<file path="src/rtl/fifo_ff_pkg.sv">
// -----------------------------------------------------------------------------
// fifo_ff_pkg
// Shared types and helpers for the flip-flop synchronous FIFO family.
//   rd_mode_e    : read-port flavour (RD_COMB show-ahead, RD_REG registered)
//   fifo_addr_w  : pointer width for a given depth, never below 1 bit
// -----------------------------------------------------------------------------
package fifo_ff_pkg;

    typedef enum logic {
        RD_COMB = 1'b0,
        RD_REG  = 1'b1
    } rd_mode_e;

    function automatic int fifo_addr_w(input int depth);
        int w;
        w = $clog2(depth);
        return (w < 1) ? 1 : w;
    endfunction

endpackage : fifo_ff_pkg

</file>
<file path="src/rtl/fifo_ff_ptr.sv">
// -----------------------------------------------------------------------------
// fifo_ff_ptr
// Circular pointer that wraps from DEPTH-1 back to 0, so depths that are not a
// power of two never alias onto unused addresses.
// Ports:
//   clk    in   clock, rising edge
//   rst    in   synchronous active-high reset (pointer -> 0)
//   clr_i  in   synchronous clear (flush), same effect as reset
//   inc_i  in   advance by one entry
//   ptr_o  out  current pointer value
// -----------------------------------------------------------------------------
module fifo_ff_ptr #(
    parameter int DEPTH = 8,
    parameter int ADDR  = 3
) (
    input  logic            clk,
    input  logic            rst,
    input  logic            clr_i,
    input  logic            inc_i,
    output logic [ADDR-1:0] ptr_o
);

    localparam logic [ADDR-1:0] LAST = ADDR'(DEPTH - 1);

    logic [ADDR-1:0] ptr_q;
    logic [ADDR-1:0] ptr_d;

    always_comb begin
        ptr_d = ptr_q;
        if (clr_i) begin
            ptr_d = '0;
        end else if (inc_i) begin
            ptr_d = (ptr_q == LAST) ? '0 : ptr_q + ADDR'(1);
        end
    end

    always_ff @(posedge clk) begin
        if (rst) begin
            ptr_q <= '0;
        end else begin
            ptr_q <= ptr_d;
        end
    end

    assign ptr_o = ptr_q;

endmodule : fifo_ff_ptr

</file>
<file path="src/rtl/fifo_ff_sync_p.sv">
// -----------------------------------------------------------------------------
// fifo_ff_sync_p
// Single-clock flip-flop FIFO with any depth >= 2, selectable read mode,
// programmable almost-full / almost-empty thresholds, synchronous flush and
// sticky overflow / underflow flags.
// Ports:
//   clk           in   clock, rising edge
//   rst           in   synchronous active-high reset, highest priority
//   flush         in   synchronous queue clear (storage and error flags kept)
//   wr_data       in   write data
//   wr_en         in   push request (ignored while full)
//   rd_en         in   pop request (ignored while empty)
//   rd_data       out  RD_COMB: head entry; RD_REG: entry captured on last pop
//   empty         out  occup == 0
//   full          out  occup == DEPTH
//   almost_full   out  occup >= AF_LVL
//   almost_empty  out  occup <= AE_LVL
//   occup         out  number of stored entries
//   ovf           out  sticky: push attempted while full
//   udf           out  sticky: pop attempted while empty
// -----------------------------------------------------------------------------
module fifo_ff_sync_p
    import fifo_ff_pkg::*;
#(
    parameter int       WIDTH   = 8,
    parameter int       DEPTH   = 8,
    parameter int       ADDR    = fifo_addr_w(DEPTH),
    parameter rd_mode_e RD_MODE = RD_COMB,
    parameter int       AF_LVL  = DEPTH - 1,
    parameter int       AE_LVL  = 1
) (
    input  logic             clk,
    input  logic             rst,
    input  logic             flush,
    input  logic [WIDTH-1:0] wr_data,
    input  logic             wr_en,
    input  logic             rd_en,
    output logic [WIDTH-1:0] rd_data,
    output logic             empty,
    output logic             full,
    output logic             almost_full,
    output logic             almost_empty,
    output logic [ADDR:0]    occup,
    output logic             ovf,
    output logic             udf
);

    if (AF_LVL < 1 || AF_LVL > DEPTH) begin : g_af_range
        $error("fifo_ff_sync_p: AF_LVL must lie in 1..DEPTH");
    end
    if (AE_LVL < 0 || AE_LVL > DEPTH - 1) begin : g_ae_range
        $error("fifo_ff_sync_p: AE_LVL must lie in 0..DEPTH-1");
    end

    localparam logic [ADDR:0] DEPTH_C = (ADDR + 1)'(DEPTH);
    localparam logic [ADDR:0] AF_C    = (ADDR + 1)'(AF_LVL);
    localparam logic [ADDR:0] AE_C    = (ADDR + 1)'(AE_LVL);

    logic [WIDTH-1:0] mem_q [DEPTH];
    logic [ADDR:0]    occup_q, occup_d;
    logic             ovf_q, ovf_d;
    logic             udf_q, udf_d;
    logic [ADDR-1:0]  wr_ptr, rd_ptr;
    logic             push_ok, pop_ok;

    // Flags decode the registered count directly.
    assign empty        = (occup_q == '0);
    assign full         = (occup_q == DEPTH_C);
    assign almost_full  = (occup_q >= AF_C);
    assign almost_empty = (occup_q <= AE_C);
    assign occup        = occup_q;
    assign ovf          = ovf_q;
    assign udf          = udf_q;

    // Flush swallows same-cycle requests, so they neither move data nor
    // raise the error flags.
    assign push_ok = wr_en & ~full  & ~flush;
    assign pop_ok  = rd_en & ~empty & ~flush;

    always_comb begin
        occup_d = occup_q;
        ovf_d   = ovf_q | (wr_en & full  & ~flush);
        udf_d   = udf_q | (rd_en & empty & ~flush);
        if (flush) begin
            occup_d = '0;
        end else begin
            unique case ({push_ok, pop_ok})
                2'b10:   occup_d = occup_q + (ADDR + 1)'(1);
                2'b01:   occup_d = occup_q - (ADDR + 1)'(1);
                default: occup_d = occup_q;
            endcase
        end
    end

    always_ff @(posedge clk) begin
        if (rst) begin
            occup_q <= '0;
            ovf_q   <= 1'b0;
            udf_q   <= 1'b0;
        end else begin
            occup_q <= occup_d;
            ovf_q   <= ovf_d;
            udf_q   <= udf_d;
        end
    end

    always_ff @(posedge clk) begin
        if (rst) begin
            for (int i = 0; i < DEPTH; i++) begin
                mem_q[i] <= '0;
            end
        end else if (push_ok) begin
            mem_q[wr_ptr] <= wr_data;
        end
    end

    fifo_ff_ptr #(.DEPTH(DEPTH), .ADDR(ADDR)) u_wr_ptr (
        .clk   (clk),
        .rst   (rst),
        .clr_i (flush),
        .inc_i (push_ok),
        .ptr_o (wr_ptr)
    );

    fifo_ff_ptr #(.DEPTH(DEPTH), .ADDR(ADDR)) u_rd_ptr (
        .clk   (clk),
        .rst   (rst),
        .clr_i (flush),
        .inc_i (pop_ok),
        .ptr_o (rd_ptr)
    );

    if (RD_MODE == RD_REG) begin : g_rd_reg
        logic [WIDTH-1:0] rd_q;
        // Captures the head on an accepted pop and holds through flush and
        // rejected pops.
        always_ff @(posedge clk) begin
            if (rst) begin
                rd_q <= '0;
            end else if (pop_ok) begin
                rd_q <= mem_q[rd_ptr];
            end
        end
        assign rd_data = rd_q;
    end else begin : g_rd_comb
        assign rd_data = mem_q[rd_ptr];
    end

endmodule : fifo_ff_sync_p

</file>
<file path="config.mk">
export PLATFORM = sky130hd
export DESIGN_NAME = fifo_ff_sync_p
export DESIGN_NICKNAME = d
export VERILOG_FILES = /design/src/rtl/fifo_ff_pkg.sv /design/src/rtl/fifo_ff_ptr.sv /design/src/rtl/fifo_ff_sync_p.sv
export SDC_FILE = /design/constraint.sdc
export NUM_CORES = 1
export LEC_CHECK = 0
export ABC_AREA = 1
export BUFFER_PORTS_ARGS = -buffer_cell sky130_fd_sc_hd__buf_2
export CORE_MARGIN = 2
export CORE_UTILIZATION = 56
export CTS_BUF_LIST = sky130_fd_sc_hd__clkbuf_8
export CTS_CLUSTER_DIAMETER = 40
export CTS_CLUSTER_SIZE = 28
export DETAILED_ROUTE_END_ITERATION = 10
export PLACE_DENSITY = 0.78
export SLEW_MARGIN = 10
export SYNTH_ARGS = -nofsm -noshare
export SYNTH_HDL_FRONTEND = slang
export SYNTH_HIERARCHICAL = 1
export SYNTH_SLANG_ARGS = --single-unit
</file>
<file path="constraint.sdc">
create_clock -name clk -period 2.01 [get_ports clk]
set_input_delay 0.402 -clock clk [delete_from_list [all_inputs] [get_ports clk]]
set_output_delay 0.402 -clock clk [all_outputs]
set_load 0.01 [all_outputs]
</file>
==> run metrics, run 1 <==
worst slack, placed=0.136 ns; hold crit path type=in2reg; number of hold violations in the final report=0; Std-Cell Core Area=7250 um^2; CTS Hold Buffers Added=0; Synth top area share=45.9%; path depth of the worst reg2reg path=11; Storage cell area=2170 um^2; Initial Util=between 50% and 60%; post-synthesis compound-gate area fraction=6.57%; synthesized area per cell=~10 um^2; DRT iter0 DRCs=approximately 240; DP Wirelength=6.56 mm; synthesized net count=about 440; post-route cell area=approximately 4700 um^2; # nets final=480; Cell Area, Placed=between 4000 and 5000 um^2; RSZ-0062 raised after global routing=true; Synth Instances=417; top_reg_cell synth=edfxtp_1; area share of fa/ha/maj cells after synthesis=2.39%; row cnt=31; Chip Height=90.5 um; Post-synth EDFFs=64; Worst Skew=0.00621 ns; worst rel slew slack=65.7%; Critical Path AT=around 1.6 ns; Max Cap Viol=0; footprint of the multi-input gates=1730 um^2; WL final=9.28 mm; clock buffer depth=2; post-synthesis xor/xnor area fraction=0.209%; r2r startpoint=occup[0]$_SDFFE_PP0P_; Critical Path Start=u_rd_ptr/ptr_o[0]$_SDFFE_PP0P_; # diodes=0; per-cell routed wire length=16.5 um; DR vias=3073; Crit Path Max Fanout=20; outcome=complete, no violations; commonest non-fill, non-tap cell in the layout=nor2_1; synthesized area=roughly 4200 um^2; gr usage total=roughly a quarter; max-slew violations=0; Synth area leaders=edfxtp_1, nor3_2, nor2_1; Max H-tree Level=3; setup ws final=around 0.055 ns; # IOs=31; most frequent cells in the layout=nor2_1, nand2_1, edfxtp_1; Congestion Overflow GR=0; P per Cell Area=684 nW/um^2; P&R area growth vs syn=11.9%; mux cell area share after synthesis=0%; final-layout fill cell count=579; initial antenna violation count=0; fmax=512 MHz; Die Wd=slightly above 90 um; crit start category=flop; IO buf count=30; simple-gate area share of the yosys netlist=31.8%; largest family of logic cells by synthesized area=simple AND/OR/NAND/NOR gates; Leakage=around 0.0017 uW; final total power=3210 uW; Final Cycle Share=97.2%; DRC viols=0; WS Path Type=reg2out; TritonCTS Sinks=76; r2r setup slk=0.12 ns; Setup-failing EPs final=0; Root Buffer=clkbuf_8; first-pass GRT wire length=15.0 mm; Post-CTS Setup Bufs=0; share of cells above drive strength 1=32.3%; flops & latches, synth=76; CTS Buf Count=9; post-layout min period=1.95 ns; VDD IR max=between 0.3 and 0.4 mV; Reg2Reg Capture Point=occup[2]$_SDFFE_PP0P_; Min Hold Slack=0.258 ns; Seq/Total Area, Yosys=51.6%; largest area contributor in the netlist=edfxtp_1; Synth async-reset ratio=0%; CTS clk-pin slew, worst paths=approximately 0.08 ns; vias per cell=5.46; Worst-Skew Late Latency=0.35 ns; Synth cell types=28; vias in the first global route=~3k; worst-margin pin slew=0.512 ns; Worst setup EP type=output pin; gpl congestion=0.764; Yosys Warn Count=6; DIE AREA=8190 um^2; CTS tree=built; largest net degree at the start of global routing=37; remaining antenna violation count=0; HP Start=rst; WP data required=1.61 ns; Worst setup endpoint=rd_data[3]; DRT Pass-1 Iters=5
[cell usage after synthesis (2+ instances only)]
cell	instances
nor2_1	75
edfxtp_1	64
nand2_1	64
nor3_2	60
o21ai_0	28
inv_1	22
o21ai_1	15
dfxtp_1	12
buf_6	10
a21oi_1	9
clkinv_1	8
ha_1	8
inv_2	6
buf_4	5
nand3_1	5
nand3_4	5
nor3_1	5
buf_2	3
clkbuf_2	2
nand2_2	2
nand3_2	2
[stage by stage]
step	instances	setup TNS (ns)	util (%)
after detailed placement	547	0	61.5
after global placement	547	0	61.5
after global routing	563	-0.187	64.6
after floorplan	417	-7.46	-
after CTS	563	0	64.3
final	563	0	64.6
[worst min-delay path by stage]
stage,cells after the start,end
3_5_place_dp,2,ovf$_SDFF_PP0_
3_3_place_gp,2,ovf$_SDFF_PP0_
2_1_floorplan,2,u_rd_ptr/ptr_o[2]$_SDFFE_PP0P_
5_1_grt,2,ovf$_SDFF_PP0_
6_report,2,ovf$_SDFF_PP0_
4_1_cts,2,ovf$_SDFF_PP0_
[repair_timing]
action,in CTS,in global routing
gates resized for setup,4,12
pin swaps,0,2
setup endpoints to repair,8,10
endpoints found under the hold margin,0,0
[critical path: stages, from the launching register on]
cell     delay (ns)
dfxtp_4        0.39
buf_12         0.16
nor2_1         0.15
nor2_2         0.06
o21ai_1        0.09
nand2_1        0.09
nand2_1        0.06
nand2_1        0.06
buf_2          0.13
[power breakdown]
| group | internal (uW) | total, uW | switching [uW] |
|---|---|---|---|
| clock | 566 | 1130 | 569 |
| combinational | 87.2 | 295 | 208 |
| sequential | 1750 | 1780 | 21.3 |
[logic make-up after synthesis]
logic type                 after synthesis
and+or+nand+nor                        221
DFF                                     76
buffers and inverters                   57
AOI/OAI and AO/OA                       54
adders and majority gates                8
xor gates and xnor gates                 1
[registers in the layout, indices dropped and copies added (netlist names)]
register and flops:
ovf 1, u_rd_ptr/ptr_o 3, occup 4, udf 1
mem_q 64, u_wr_ptr/ptr_o 3
[final cells by class]
type,count,share of cell area (%)
multi-input combinational,284,36.9
timing repair buffer,52,7.34
clock buffer,9,2.64
tap,99,2.64
clock inverter,7,1.44
sequential,76,46.2
inverter,36,2.88
[routing by layer]
| layer | GRT usage, % | wire, um | vias to the layer above |
|---|---|---|---|
| met2 | 36.3 | 4340 | 121 |
| li1 | - | - | 1494 |
| met5 | 0 | 0 | - |
| met3 | 3.67 | 558 | 15 |
| met4 | 7.69 | 155 | 0 |
| met1 | 34.2 | 4230 | 1443 |
(Power assumes the default switching activity.)
==> run 2, diff against run 1 <==
--- a/config.mk
+++ b/config.mk
@@ -7,13 +7,15 @@
 export LEC_CHECK = 0
 export ABC_AREA = 1
 export BUFFER_PORTS_ARGS = -buffer_cell sky130_fd_sc_hd__buf_2
+export CELL_PAD_IN_SITES_DETAIL_PLACEMENT = 1
+export CELL_PAD_IN_SITES_GLOBAL_PLACEMENT = 1
 export CORE_MARGIN = 2
-export CORE_UTILIZATION = 56
+export CORE_UTILIZATION = 44
 export CTS_BUF_LIST = sky130_fd_sc_hd__clkbuf_8
 export CTS_CLUSTER_DIAMETER = 40
 export CTS_CLUSTER_SIZE = 28
 export DETAILED_ROUTE_END_ITERATION = 10
-export PLACE_DENSITY = 0.78
+export PLACE_DENSITY_LB_ADDON = 0.1
 export SLEW_MARGIN = 10
 export SYNTH_ARGS = -nofsm -noshare
 export SYNTH_HDL_FRONTEND = slang
==> run 2 against run 1 <==
Net effect: fmax is 0.14% higher; critical path depth stayed put; largest power group unchanged; critical endpoint unchanged; sequential share of layout area is 0.53 points lower.
==> run metrics, run 2 (synthesis results as in run 1) <==
Final Cycle Share=97.1%; WS Path Type=reg2out; Max Cap Viol=0; largest net degree at the start of global routing=33; gr usage total=a little under a quarter; commonest non-fill, non-tap cell in the layout=nor2_1; per-cell routed wire length=18.2 um; DR vias=3047; P per Cell Area=659 nW/um^2; Biggest register=mem_q; Finished Layout Cells=594; # diodes=0; TritonCTS Sinks=76; CTS clk-pin slew, worst paths=0.08 ns; Max H-tree Level=3; worst-margin pin slew=0.538 ns; DIE AREA=10300 um^2; DP Wirelength=7.61 mm; Congestion Overflow GR=0; Leakage=0.00174 uW; Std-Cell Core Area=9240 um^2; share of cells above drive strength 1=32.3%; Die Wd=102 um; WL final=approximately 11 mm; Chip Height=a little over 100 um; vias per cell=5.13; worst slack, placed=0.131 ns; vias in the first global route=around 3.1k; Worst setup EP type=output pin; most frequent cells in the layout=nor2_1, nand2_1, edfxtp_1; DRT iter0 DRCs=approximately 130; fmax=512 MHz; Initial Util=45.4%; final total power=3130 uW; first-pass GRT wire length=17.6 mm; outcome=complete, no violations; Root Buffer=clkbuf_8; # nets final=481; P&R area growth vs syn=13.3%; Critical Path AT=1.55 ns; max-slew violations=0; Setup-failing EPs final=0; Crit Path Max Fanout=9; CTS tree=built; hold crit path type=in2reg; r2r setup slk=0.21 ns; IO buf count=30; initial antenna violation count=0; # IOs=31; VDD IR max=0.312 mV; DRT Pass-1 Iters=4; Worst-Skew Late Latency=0.36 ns; clock buffer depth=2; gpl congestion=0.818; Critical Path Start=u_rd_ptr/ptr_o[0]$_SDFFE_PP0P_; RSZ-0062 raised after global routing=true; setup ws final=0.0581 ns; Worst Skew=0.00961 ns; hold path cells=2; WP data required=1.61 ns; Reg2Reg Capture Point=occup[2]$_SDFFE_PP0P_; number of hold violations in the final report=0; CTS Buf Count=9; HP Start=rst; DRC viols=0; post-layout util=51.4%; path depth of the worst reg2reg path=11; max reg flops=64; placed cells=577; largest registers=mem_q (64), occup (4); post-layout min period=a little under 2 ns; Hold EP=ovf$_SDFF_PP0_; remaining antenna violation count=0; worst rel slew slack=63.9%; row cnt=35; CTS Hold Buffers Added=0; crit start category=flop; r2r startpoint=occup[1]$_SDFFE_PP0P_
[run 2: changes by cell type in the layout (fill, tap and decap cells not counted), sizes merged]
cell | before | now
buf | 52 | 53
bufinv | 1 | 0
clkinvlp | 2 | 3
inv | 28 | 30
clkinv | 12 | 10
[run 2: critical path, stage by stage (launching register included)]
cell and delay [ns]:
dfxtp_4 0.39, buf_8 0.13, nor2_1 0.06, nor2_1 0.16, o21ai_1 0.09, nand2_1 0.10
nand2_1 0.09, nand2_1 0.07, buf_2 0.12
[run 2: timing repair]
item,CTS,global route
endpoints found under the setup margin,8,15
cloned,0,0
resized for setup,7,14
pin swaps,0,2
setup buffers,0,1
[run 2: worst max-delay path by stage]
stage	end	slack [ns]	depth (start not counted)
after floorplan	mem_q[0][0]$_SDFFCE_PN0P_	-0.13	5
after global placement	mem_q[7][2]$_SDFFCE_PN0P_	0.25	7
after detailed placement	occup[2]$_SDFFE_PP0P_	0.13	11
after CTS	rd_data[3]	0.01	8
after global routing	rd_data[5]	-0.04	8
final	rd_data[3]	0.06	8
[run 2: through the flow]
step | instance area, um^2 | TNS [ns] | hold WS, ns
floorplan | 4190 | -7.46 | 0.453
global placement | 4530 | 0 | 0.438
detailed placement | 4530 | 0 | 0.450
CTS | 4710 | 0 | 0.245
global route | 4750 | -0.129 | 0.274
finish | 4750 | 0 | 0.252
[run 2: layer usage]
metal / track usage (%) / wire, um / vias up
met3: 4.07 / 468 / 17
met4: 8.00 / 201 / 0
met1: 32.4 / 5080 / 1459
met2: 35.9 / 5060 / 68
li1: - / - / 1503
met5: 0 / 0 / -
[run 2: layout make-up]
class / count / area, um^2
well taps: 129 / 161
repair buffers: 53 / 380
multi-input cells: 284 / 1730
fillers: 1056 / 4490
clock inverters: 7 / 43.8
clock buffers: 9 / 124
flip-flops and latches: 76 / 2170
inverters: 36 / 138
[run 2: report_power, final]
| group | switching (uW) | total, uW | leakage [uW] | internal (uW) |
|---|---|---|---|---|
| sequential | 23.2 | 1780 | 0.000763 | 1750 |
| combinational | 212 | 305 | 0.000901 | 93.4 |
| clock | 604 | 1050 | 0.0000805 | 441 |
| total | 839 | 3130 | 0.00174 | 2290 |
